## src/rtl/gpio_periph_pkg.sv

```systemverilog
// gpio_periph_pkg
// Purpose: shared definitions for the memory-mapped GPIO peripheral.
//   - Byte offsets of every register in the 4 KB GPIO window.
//   - An enum naming the register selected by an access.
//   - A helper that decodes a bus address into that enum.
// Ports: none (package).
package gpio_periph_pkg;

  localparam int unsigned ADDR_W = 12;

  localparam logic [ADDR_W-1:0] GPIO_DO  = 12'h000;
  localparam logic [ADDR_W-1:0] GPIO_OE  = 12'h004;
  localparam logic [ADDR_W-1:0] GPIO_DI  = 12'h008;
  localparam logic [ADDR_W-1:0] GPIO_SET = 12'h00C;
  localparam logic [ADDR_W-1:0] GPIO_CLR = 12'h010;

  typedef enum logic [2:0] {
    REG_DO,
    REG_OE,
    REG_DI,
    REG_SET,
    REG_CLR,
    REG_NONE
  } regSelE;

  // Byte lanes are not addressable, so the two low address bits are masked
  // off before matching against the word-aligned register offsets.
  function automatic regSelE decodeReg(input logic [ADDR_W-1:0] addr);
    regSelE sel;
    case (addr & 12'hFFC)
      GPIO_DO:  sel = REG_DO;
      GPIO_OE:  sel = REG_OE;
      GPIO_DI:  sel = REG_DI;
      GPIO_SET: sel = REG_SET;
      GPIO_CLR: sel = REG_CLR;
      default:  sel = REG_NONE;
    endcase
    return sel;
  endfunction

endpackage

```

## src/rtl/gpio_sync.sv

```systemverilog
// gpio_sync
// Purpose: WIDTH-wide two-flop synchronizer bringing asynchronous pin inputs
//   into the clk domain. Each bit is synchronized independently, so a
//   multi-bit change may be seen over two consecutive cycles.
// Ports:
//   clk_i  - clock, rising edge
//   rst_i  - asynchronous active-high reset, clears both flop stages
//   d_i    - asynchronous input bits
//   q_o    - synchronized bits, two clocks of latency
module gpio_sync #(
  parameter int WIDTH = 8
) (
  input  logic             clk_i,
  input  logic             rst_i,
  input  logic [WIDTH-1:0] d_i,
  output logic [WIDTH-1:0] q_o
);

  logic [WIDTH-1:0] meta_q;
  logic [WIDTH-1:0] sync_q;

  // First stage may go metastable; only the second stage is used downstream.
  always_ff @(posedge clk_i or posedge rst_i) begin
    if (rst_i) begin
      meta_q <= '0;
      sync_q <= '0;
    end else begin
      meta_q <= d_i;
      sync_q <= meta_q;
    end
  end

  assign q_o = sync_q;

endmodule

```

## src/rtl/gpio_periph.sv

```systemverilog
// gpio_periph
// Purpose: memory-mapped GPIO peripheral on the CPU native valid/ready bus.
//   Provides per-pin output data and output enable registers, a synchronized
//   view of the input pins, and atomic set/clear of the output data register.
//   Every selected request is acknowledged with a one-cycle mem_ready pulse
//   one clock after it is accepted.
// Ports:
//   clk        - clock, rising edge
//   reset_     - asynchronous active-high reset
//   mem_sel    - SoC address decode hit for this peripheral
//   mem_valid  - CPU request valid, held until mem_ready
//   mem_ready  - access complete, one-cycle pulse
//   mem_wr     - 1 = write, 0 = read (full-word accesses only)
//   mem_addr   - byte offset inside the 4 KB window
//   mem_wdata  - write data
//   mem_rdata  - read data, valid while mem_ready is high
//   gpio_oe    - per-pin output enable (1 = drive)
//   gpio_do    - per-pin output value
//   gpio_di    - per-pin input, asynchronous to clk
module gpio_periph
  import gpio_periph_pkg::*;
#(
  parameter int NR_GPIOS = 8
) (
  input  logic                clk,
  input  logic                reset_,
  input  logic                mem_sel,
  input  logic                mem_valid,
  output logic                mem_ready,
  input  logic                mem_wr,
  input  logic [11:0]         mem_addr,
  input  logic [31:0]         mem_wdata,
  output logic [31:0]         mem_rdata,
  output logic [NR_GPIOS-1:0] gpio_oe,
  output logic [NR_GPIOS-1:0] gpio_do,
  input  logic [NR_GPIOS-1:0] gpio_di
);

  logic [NR_GPIOS-1:0] dataOut_q, dataOut_d;
  logic [NR_GPIOS-1:0] oe_q, oe_d;
  logic [31:0]         rdata_q, rdata_d;
  logic                ready_q, ready_d;

  logic                accept;
  regSelE              regSel;
  logic [NR_GPIOS-1:0] wrBits;
  logic [NR_GPIOS-1:0] diSync;
  logic                unusedWdata;

  gpio_sync #(
    .WIDTH (NR_GPIOS)
  ) uSync (
    .clk_i (clk),
    .rst_i (reset_),
    .d_i   (gpio_di),
    .q_o   (diSync)
  );

  // Write data bits above the pin count have no storage behind them.
  assign unusedWdata = ^mem_wdata;

  // Accept only while no acknowledge is outstanding; the CPU keeps
  // mem_valid high during the ready cycle, and that must not be taken as a
  // second request.
  always_comb begin
    accept    = mem_valid & mem_sel & ~ready_q;
    regSel    = decodeReg(mem_addr);
    wrBits    = mem_wdata[NR_GPIOS-1:0];
    ready_d   = accept;
    dataOut_d = dataOut_q;
    oe_d      = oe_q;
    rdata_d   = rdata_q;

    if (accept) begin
      rdata_d = '0;
      if (mem_wr) begin
        case (regSel)
          REG_DO:  dataOut_d = wrBits;
          REG_OE:  oe_d      = wrBits;
          REG_SET: dataOut_d = dataOut_q | wrBits;
          REG_CLR: dataOut_d = dataOut_q & ~wrBits;
          default: ;
        endcase
      end else begin
        case (regSel)
          REG_DO:  rdata_d[NR_GPIOS-1:0] = dataOut_q;
          REG_OE:  rdata_d[NR_GPIOS-1:0] = oe_q;
          REG_DI:  rdata_d[NR_GPIOS-1:0] = diSync;
          default: ;
        endcase
      end
    end
  end

  // All bus-visible state lives here; reset abandons any request in flight
  // because nothing is committed until the accept edge.
  always_ff @(posedge clk or posedge reset_) begin
    if (reset_) begin
      dataOut_q <= '0;
      oe_q      <= '0;
      rdata_q   <= '0;
      ready_q   <= 1'b0;
    end else begin
      dataOut_q <= dataOut_d;
      oe_q      <= oe_d;
      rdata_q   <= rdata_d;
      ready_q   <= ready_d;
    end
  end

  assign gpio_do   = dataOut_q;
  assign gpio_oe   = oe_q;
  assign mem_ready = ready_q;
  assign mem_rdata = rdata_q;

endmodule

```

## config.mk

```make
export PLATFORM = sky130hd
export DESIGN_NAME = gpio_periph
export DESIGN_NICKNAME = d
export VERILOG_FILES = /design/src/rtl/gpio_periph_pkg.sv /design/src/rtl/gpio_sync.sv /design/src/rtl/gpio_periph.sv
export SDC_FILE = /design/constraint.sdc
export NUM_CORES = 1
export LEC_CHECK = 0
export ABC_AREA = 1
export BUFFER_PORTS_ARGS = -buffer_cell sky130_fd_sc_hd__buf_2
export CELL_PAD_IN_SITES_DETAIL_PLACEMENT = 1
export CELL_PAD_IN_SITES_GLOBAL_PLACEMENT = 2
export CORE_ASPECT_RATIO = 1.5
export CORE_MARGIN = 2
export CORE_UTILIZATION = 27
export CTS_CLUSTER_SIZE = 25
export DETAILED_ROUTE_END_ITERATION = 7
export GPL_ROUTABILITY_DRIVEN = 0
export HOLD_SLACK_MARGIN = 0.12
export PLACE_DENSITY = 0.9
export SETUP_SLACK_MARGIN = 0.4
export SLEW_MARGIN = 20
export SYNTH_ARGS = -nofsm -noshare
export SYNTH_HDL_FRONTEND = slang
export SYNTH_SLANG_ARGS = --single-unit
```

## constraint.sdc

```tcl
create_clock -name clk -period 2.18 [get_ports clk]
set_input_delay 0.436 -clock clk [delete_from_list [all_inputs] [get_ports clk]]
set_output_delay 0.436 -clock clk [all_outputs]
set_load 0.005 [all_outputs]
```

==> results of run 1 <==
==> through the flow <==
stage	area (µm²)	setup slack, ns	hold slack (ns)	util, %
after floorplan	2160	0.762	0.331	-
after global placement	2370	0.487	0.336	31.3
after detailed placement	2370	0.436	0.336	31.3
after CTS	2520	0.731	0.250	33.3
after global routing	2520	0.587	0.249	33.3
final	2520	0.733	0.257	33.3
==> worst paths after layout <==
path / to / slack (ns) / depth (start not counted)
worst min register to register: uSync.q_o[1]$_DFF_PP0_ / 0.35 / 0
max in group asynchronous: uSync.meta_q[2]$_DFF_PP0_ / 1.55 / 3
worst min-delay path: mem_ready$_DFF_PP0_ / 0.26 / 3
worst max-delay path: gpio_oe[1]$_DFFE_PP0P_ / 0.73 / 7
worst max register to register: gpio_oe[1]$_DFFE_PP0P_ / 0.80 / 6
min in group clk: uSync.meta_q[6]$_DFF_PP0_ / 0.26 / 1
==> metal layers <==
| metal | share of wire, % | global-route usage (%) |
|---|---|---|
| met5 | 0 | 0 |
| met4 | 3.1 | 6.08 |
| met3 | 6.0 | 2.35 |
| met2 | 53 | 23.5 |
| met1 | 38 | 14.1 |
==> kinds of logic after synthesis <==
kind of cell | count (synthesis) | share of synthesized area [%]
other | 1 | 0.181
DFF | 41 | 49.4
and+or+nand+nor | 131 | 32.7
AOI/OAI and AO/OA | 8 | 3.37
buffers and inverters | 49 | 14.3
==> power groups by stage <==
stage	clock, mW	sequential, mW	combinational [mW]
2_1_floorplan	0	0.798	0.0922
3_3_place_gp	0	0.799	0.111
3_5_place_dp	0	0.800	0.115
4_1_cts	0.770	0.786	0.115
5_1_grt	0.802	0.788	0.129
6_report	0.741	0.786	0.113
==> layout make-up <==
cell class	count	area, µm²
clock buffers	6	139
multi-input cells	163	840
inverters	18	67.6
flip-flops and latches	41	1030
repair buffers	59	305
fillers	912	5040
well taps	102	128
clock inverters	2	13.8
==> state kept, by name, indices dropped and copies added (netlist names) <==
name,count
mem_rdata,8
uSync.q_o,8
mem_ready,1
gpio_oe,8
gpio_do,8
uSync.meta_q,8
==> critical path, delay by kind of cell <==
family,cells,cell delay [ns]
buffers and inverters,1,0.10
AND/OR/NAND/NOR,5,0.99
AO/OA/AOI/OAI,1,0.06
==> cells in the final DEF, fill, tap and decap left out, types with 2 or more instances in the layout <==
cell	count
o21ai_2	8
nand4_1	17
clkbuf_16	5
inv_1	14
nand2_1	61
buf_2	55
conb_1	24
inv_2	3
dfrtp_1	41
nand3_4	2
buf_4	4
nor2_1	4
nor2_2	5
nand3_1	34
nand2_2	3
==> results.cfg, run 1 <==
[cts]
post-cts-setup-buffer-count = 0
clk_latency_ns = 0.28
cts_tree = done
root_buffer = clkbuf_16
clockBufferDepth = 2
path_clk_slew_ns = 0.06
numCtsBuffers = 5
cts_sinks = 41
h-tree-depth = 2
ctsHoldBuffers = 0
cts_resized = 0

[critical_path]
criticalPathCategory = input pin to flip-flop
crit_start = mem_addr[9]
crit_fanout = 19
cp_cell_sequence = buf_2 > nor2_2 > nand2_2 > nor2_8 > nand4_4 > nand2_1 > o21ai_2
critPathMaxStageDelay_ns = 0.32
crit_arrival_ns = 1.61
setup.worst_path.start_class = input pin
reg2reg_from = mem_ready$_DFF_PP0_
cp_slowest_cell = nand4_4
required_ns = 2.34
critPathCaptureType = flip-flop

[grt]
grt_max_degree = 42
grt_usage_pct = 13.1
grt_pass1_vias = 1836
grt_pass1_wl_mm = 8.39
antenna_found_initial = 0
grt_overflow = 0

[timing]
fmax_mhz = 691
period_share_pct = 66.4
drv_slew = 0
rsz0062_at_grt = false
tns_ns = 0
finalClockSkew_ns = 0.00432
period_needed_ns = 1.45
hold_viol = 0
tightest_slew_ns = 0.515
relSlewSlack_pct = 65.6
final-setup-viol-count = 0

[yosys]
syn_area_per_cell_um2 = 9.03
synthTopCellsByCount = 61 x nand2_1, 41 x dfrtp_1, 34 x nand3_1
synth.lib_cells_used.distinct = 21
synth.top_cell.area_share_pct = 49.4
synth_ff_type = dfrtp_1
yosys.area.top_type = dfrtp_1
ys.warnings.count = 0
synth_most_common_cell = nand2_1
netlist_instances = 230
ys_top_cells_by_area = dfrtp_1 49%, nand2_1 11%, buf_4 9.0%
async_flop_share_pct = 100
ys_ff_latch = 41
synth-edff-count = 0
synth_seq_area_share_pct = 49.4
syn_area_um2 = 2080

[pwr]
vdd_drop_max_mv = 0.439
combPwrFrac_pct = 6.9
seqPwrFrac_pct = 47.9
clockPowerShare_pct = 45.2
sw_frac_of_total_pct = 22.7
power.leakage_nw = 1.37
internal_power_mw = 1.27
p_total_mw = 1.64
p_per_area_nw_per_um2 = 651
p_switching_uw = 372

[floorplanning]
io_pins = 106
die-area_um2 = 8420
start_util_pct = 27.5
die_h_um = 111
dieWidth_um = 75.6
rows = 39
fp.coreArea_um2 = 7560

[route]
routed_via_density = 4.36
routedWlPerCell_um = 12.8
drt_iter0_drc = 73
ant_nets = 0
first_pass_iters = 4
drc = 0
wirelength_mm = 5.02
num_vias = 1703

[outcome]
outcome = complete, no violations

[finish]
stdcell_count = 391
syn2layout_area_growth_pct = 21.3
fin_nets = 345
drive_gt1_share_pct = 32.2
diodes = 0

[place]
place_inst = 383
dp_hpwl_mm = 3.97
port_buffers = 55

[flow_run]
cap_viol_max_count = 0

[min_path]
hold_path_class = input pin to asynchronous set/reset pin
Note: power is estimated with default switching activity, not from simulation.
==> inputs of run 2 (changes only) <==
--- a/config.mk
+++ b/config.mk
@@ -5,18 +5,18 @@
 export SDC_FILE = /design/constraint.sdc
 export NUM_CORES = 1
 export LEC_CHECK = 0
-export ABC_AREA = 1
+export ABC_AREA = 0
 export BUFFER_PORTS_ARGS = -buffer_cell sky130_fd_sc_hd__buf_2
 export CELL_PAD_IN_SITES_DETAIL_PLACEMENT = 1
 export CELL_PAD_IN_SITES_GLOBAL_PLACEMENT = 2
 export CORE_ASPECT_RATIO = 1.5
 export CORE_MARGIN = 2
-export CORE_UTILIZATION = 27
+export CORE_UTILIZATION = 23
 export CTS_CLUSTER_SIZE = 25
 export DETAILED_ROUTE_END_ITERATION = 7
 export GPL_ROUTABILITY_DRIVEN = 0
 export HOLD_SLACK_MARGIN = 0.12
-export PLACE_DENSITY = 0.9
+export PLACE_DENSITY = 0.8
 export SETUP_SLACK_MARGIN = 0.4
 export SLEW_MARGIN = 20
 export SYNTH_ARGS = -nofsm -noshare
==> constraint.sdc (replaced) <==
create_clock -name clk -period 1.3 [get_ports clk]
set_input_delay 0.26 -clock clk [delete_from_list [all_inputs] [get_ports clk]]
set_output_delay 0.26 -clock clk [all_outputs]
set_load 0.005 [all_outputs]
==> run 2 against run 1 <==
Compared with the run above: the flow now finishes with violations (setup timing); register-to-register slack worse by 1.0 ns; combinational power up 130%; total power up 94%; core utilization up 2.3 points; first-iteration DRC count down 56%; critical path depth down 2; global-route usage down 1.3 points.
==> results.cfg, run 2 <==
[route]
first_pass_iters = 4
drc = 0
routedWlPerCell_um = 14.0
drt_iter0_drc = 32
ant_nets = 0
wirelength_mm = 5.09
num_vias = 1517
routed_via_density = 4.18

[yosys]
async_flop_share_pct = 100
syn_area_per_cell_um2 = 12.5
ys_top_cells_by_area = dfrtp_1 55%, buf_4 9.7%, mux2_2 4.9%
synth.top_cell.area_share_pct = 55.4
syn_area_um2 = 1850
synthTopCellsByCount = 41 x dfrtp_1, 24 x buf_4, 9 x nand2_1, 9 x nor3b_1
synth.lib_cells_used.distinct = 30
netlist_instances = 148
synth-edff-count = 0
synth_ff_type = dfrtp_1
ys_ff_latch = 41
synth_most_common_cell = dfrtp_1
yosys.area.top_type = dfrtp_1
synth_seq_area_share_pct = 55.4
ys.warnings.count = 0

[critical_path]
crit_family = simple AND/OR/NAND/NOR gates
setup.worst_path.start_class = input pin
criticalPathCategory = input pin to flip-flop
critPathMaxStageDelay_ns = 0.54
critPathCaptureType = flip-flop
worst-r2r-setup-slack_ns = -0.24
cp_slowest_cell = or4_4
reg2reg_from = mem_ready$_DFF_PP0_
crit_arrival_ns = 1.78
crit_buf_inv = 1
crit_fanout = 8
required_ns = 1.46
cp_cell_sequence = buf_6 > or4_4 > nor3_4 > o211ai_4 > a221o_1
r2r_end = gpio_do[2]$_DFFE_PP0P_
crit_start = mem_addr[8]
reg2regPathDepth = 4

[timing]
drv_slew = 0
tns_ns = -6.53
final-setup-viol-count = 24
hold_viol = 0
timing.final.ws_setup_ns = -0.315
finalClockSkew_ns = 0.00382
period_needed_ns = 1.62
whs_ns = 0.145
period_share_pct = 124
fmax_mhz = 619
rsz0062_at_grt = true

[finish]
syn2layout_area_growth_pct = 52.1
final_cell_mix = 53 x buf_2, 41 x dfrtp_1, 38 x buf_4
seq_area_um2 = 1030
fill_cells = 926
diodes = 0
drive_gt1_share_pct = 46.5
stdcell_count = 363
final_common_cell = buf_2
fin_nets = 314
multi_input_area_um2 = 717

[floorplanning]
dieWidth_um = 77.3
rows = 40
start_util_pct = 23.4
fp.coreArea_um2 = 7910
die-area_um2 = 8810
die_h_um = 114
io_pins = 106

[outcome]
outcome = finished with violations
violations = setup timing

[cts]
h-tree-depth = 2
path_clk_slew_ns = 0.06
cts_sinks = 41
cts_tree = done
clockBufferDepth = 2
numCtsBuffers = 5
root_buffer = clkbuf_16
clk_latency_ns = 0.28

[grt]
grt_pass1_wl_mm = 8.05
grt_max_degree = 34
grt_overflow = 0
grt_usage_pct = 11.8
grt_pass1_vias = 1645
antenna_found_initial = 0

[place]
port_buffers = 55
pre_cts_ws_ns = -0.566
dp_hpwl_mm = 3.65
place_inst = 319

[pwr]
power.leakage_nw = 1.48
p_per_area_nw_per_um2 = 1130
vdd_drop_max_mv = 0.569

[flow_run]
cap_viol_max_count = 0

[min_path]
hold_path_class = input pin to asynchronous set/reset pin
run 2: cell types whose count changed after synthesis, sizes merged, moves of 9 or more:
cell	delta
nor2	-9
nand4	-18
nor3b	+9
inv	-15
nand3	-34
nand2	-56
run 2: cell type report:
type                            count  area share [%]
Timing Repair Buffer              107            26.2
Sequential cell                    41            36.4
Clock inverter                      3            2.44
Clock buffer                        5            4.44
Multi-Input combinational cell    100            25.4
Inverter                            2           0.400
Tap cell                          105            4.66
run 2: what timing repair did:
| item | CTS | global route |
|---|---|---|
| setup buffers | 21 | 5 |
| hold buffers | 10 | 0 |
| endpoints found under the setup margin | 50 | 58 |
| hold endpoints to repair | 16 | 0 |
| pin swaps | 1 | 3 |
| gates resized for setup | 3 | 5 |
run 2: report_power, final:
part	switching (mW)	internal, mW
combinational	0.131	0.124
clock	0.503	1.11
sequential	0.00960	1.31
total	0.644	2.54
run 2: cells by family after synthesis:
logic type	count (synthesis)	synth area share [%]
DFF	41	55.4
xor gates and xnor gates	1	0.473
muxes	16	9.18
and+or+nand+nor	33	12.0
AOI/OAI and AO/OA	26	11.8
buffers and inverters	30	11.0
other	1	0.202
run 2: worst max path at each step:
stage,end,slack [ns],cells after the start
final,gpio_do[2]$_DFFE_PP0P_,-0.32,5
after global routing,gpio_do[3]$_DFFE_PP0P_,-0.34,5
after CTS,gpio_do[2]$_DFFE_PP0P_,-0.32,4
after detailed placement,gpio_do[4]$_DFFE_PP0P_,-0.57,5
after global placement,gpio_do[2]$_DFFE_PP0P_,-0.51,5
after floorplan,gpio_do[0]$_DFFE_PP0P_,-0.35,4
run 2: worst min-delay path, cell delays in order:
cell and delay, ns:
buf_2 0.11, clkinvlp_4 0.06, dlymetal6s4s_1 0.42
run 2: stage by stage:
step / utilization (%) / power (mW) / instance area (µm²)
2_1_floorplan: - / 1.48 / 1950
3_3_place_gp: 29.1 / 1.55 / 2300
3_5_place_dp: 29.1 / 1.56 / 2300
4_1_cts: 34.9 / 3.21 / 2760
5_1_grt: 35.6 / 3.30 / 2820
6_report: 35.6 / 3.18 / 2820
run 2: routing by layer:
layer  routed length (µm)  GRT usage (%)
met1                 1880           12.0
met4                   57           4.40
met3                  291           2.61
met5                    0              0
met2                 2860           23.0
==> inputs of run 3 (changes only) <==
--- a/config.mk
+++ b/config.mk
@@ -17,6 +17,7 @@
 export GPL_ROUTABILITY_DRIVEN = 0
 export HOLD_SLACK_MARGIN = 0.12
 export PLACE_DENSITY = 0.8
+export RECOVER_POWER = 25
 export SETUP_SLACK_MARGIN = 0.4
 export SLEW_MARGIN = 20
 export SYNTH_ARGS = -nofsm -noshare
==> run 3 against run 2 <==
Compared with the run above: the run still ends with setup timing left; wire length barely moved; final area fell by 0.18%; setup slack did not move; final cell count did not move; fmax did not move; worst hold slack improved by 0.088 ns; total power barely moved; die area did not move; non-clock buffer count did not move; combinational power barely moved; critical path depth did not move; sequential power barely moved; largest cell class unchanged.
==> results.cfg, run 3 (same netlist as run 2, synthesis figures left out) <==
[critical_path]
setup.worst_path.start_class = input pin
crit_fanout = 8
critPathCaptureType = flip-flop
required_ns = 1.46
crit_arrival_ns = 1.78
criticalPathCategory = input pin to flip-flop
reg2regPathDepth = 4
worst-r2r-setup-slack_ns = -0.24
reg2reg_from = mem_ready$_DFF_PP0_
r2r_end = gpio_do[2]$_DFFE_PP0P_

[floorplanning]
die_h_um = 114
fp.coreArea_um2 = 7910
die-area_um2 = 8810
io_pins = 106
start_util_pct = 23.4
rows = 40
dieWidth_um = 77.3

[grt]
grt_max_degree = 34
grt_pass1_vias = 1645
antenna_found_initial = 0
grt_overflow = 0
grt_pass1_wl_mm = 8.05
grt_usage_pct = 11.8

[timing]
whs_ns = 0.233
rsz0062_at_grt = true
finalClockSkew_ns = 0.00382
period_share_pct = 124
final-setup-viol-count = 24
drv_slew = 0
tns_ns = -6.53
fmax_mhz = 619
hold_viol = 0
period_needed_ns = 1.62
timing.final.ws_setup_ns = -0.315

[min_path]
hold_path_class = input pin to asynchronous set/reset pin

[pwr]
combPwrFrac_pct = 8.0
clockPowerShare_pct = 50.6
sw_frac_of_total_pct = 20.2
p_switching_uw = 643
vdd_drop_max_mv = 0.569
internal_power_mw = 2.54
power.leakage_nw = 1.47
seqPwrFrac_pct = 41.4
p_per_area_nw_per_um2 = 1130

[cts]
cts_tree = done
numCtsBuffers = 5
clk_latency_ns = 0.28
h-tree-depth = 2
path_clk_slew_ns = 0.06
root_buffer = clkbuf_16
cts_sinks = 41
clockBufferDepth = 2

[finish]
syn2layout_area_growth_pct = 51.8
drive_gt1_share_pct = 46.5
final_common_cell = buf_2
stdcell_area_um2 = 2810
fin_nets = 314
diodes = 0
utilization_pct = 35.6
fill_cells = 925
final_cell_mix = 53 x buf_2, 41 x dfrtp_1, 38 x buf_4

[route]
routedWlPerCell_um = 14.0
ant_nets = 0
drc = 0
first_pass_iters = 4
num_vias = 1517
routed_via_density = 4.18
wirelength_mm = 5.09
drt_iter0_drc = 32

[place]
port_buffers = 55
placed_area_um2 = 2300
dp_hpwl_mm = 3.65

[outcome]
violations = setup timing
outcome = finished with violations

[flow_run]
cap_viol_max_count = 0
## run 3: worst max path at each step
stage / startpoint / end / depth (start not counted)
5_1_grt: mem_addr[8] / gpio_do[3]$_DFFE_PP0P_ / 5
2_1_floorplan: mem_ready$_DFF_PP0_ / gpio_do[0]$_DFFE_PP0P_ / 4
4_1_cts: mem_ready$_DFF_PP0_ / gpio_do[2]$_DFFE_PP0P_ / 4
6_report: mem_addr[8] / gpio_do[2]$_DFFE_PP0P_ / 5
3_5_place_dp: mem_addr[8] / gpio_do[4]$_DFFE_PP0P_ / 5
3_3_place_gp: mem_addr[8] / gpio_do[2]$_DFFE_PP0P_ / 5
## run 3: area by class of cell
class                      count  area [µm²]  area share [%]
timing repair buffer         107         736            26.2
tap                          105         131            4.67
clock inverter                 3        68.8            2.45
clock buffer                   5         125            4.45
multi-input combinational    100         717            25.5
sequential                    41        1030            36.5
inverter                       2        8.76           0.311
## run 3: timing repair
action                                  4_1_cts  5_1_grt
pin swaps                                     1        3
endpoints found under the hold margin        16        0
setup buffers                                21        5
endpoints found under the setup margin       50       58
hold buffers                                 10        0
resized for setup                             3        5
## run 3: per-stage QoR
step	setup slack (ns)	cells	total power, mW
6_report	-0.315	363	3.18
5_1_grt	-0.343	363	3.30
4_1_cts	-0.324	358	3.21
3_5_place_dp	-0.566	319	1.56
3_3_place_gp	-0.509	319	1.55
2_1_floorplan	-0.345	171	1.48
## run 3: per-layer routing
layer / part of all wire, % / global-route usage, %
met5: 0 / 0
met4: 1.1 / 4.40
met3: 5.7 / 2.61
met2: 56 / 23.0
met1: 37 / 12.0
## run 3: power by group through the flow
stage	clock, mW	sequential (mW)	combinational [mW]
5_1_grt	1.70	1.32	0.278
6_report	1.61	1.32	0.254
3_5_place_dp	0	1.34	0.219
3_3_place_gp	0	1.34	0.214
4_1_cts	1.64	1.32	0.253
2_1_floorplan	0	1.34	0.143
## run 3: worst max-delay path, stage by stage
cell,delay (ns)
buf_6,0.09
or4_4,0.54
nor3_4,0.33
o211ai_4,0.19
a221o_1,0.35
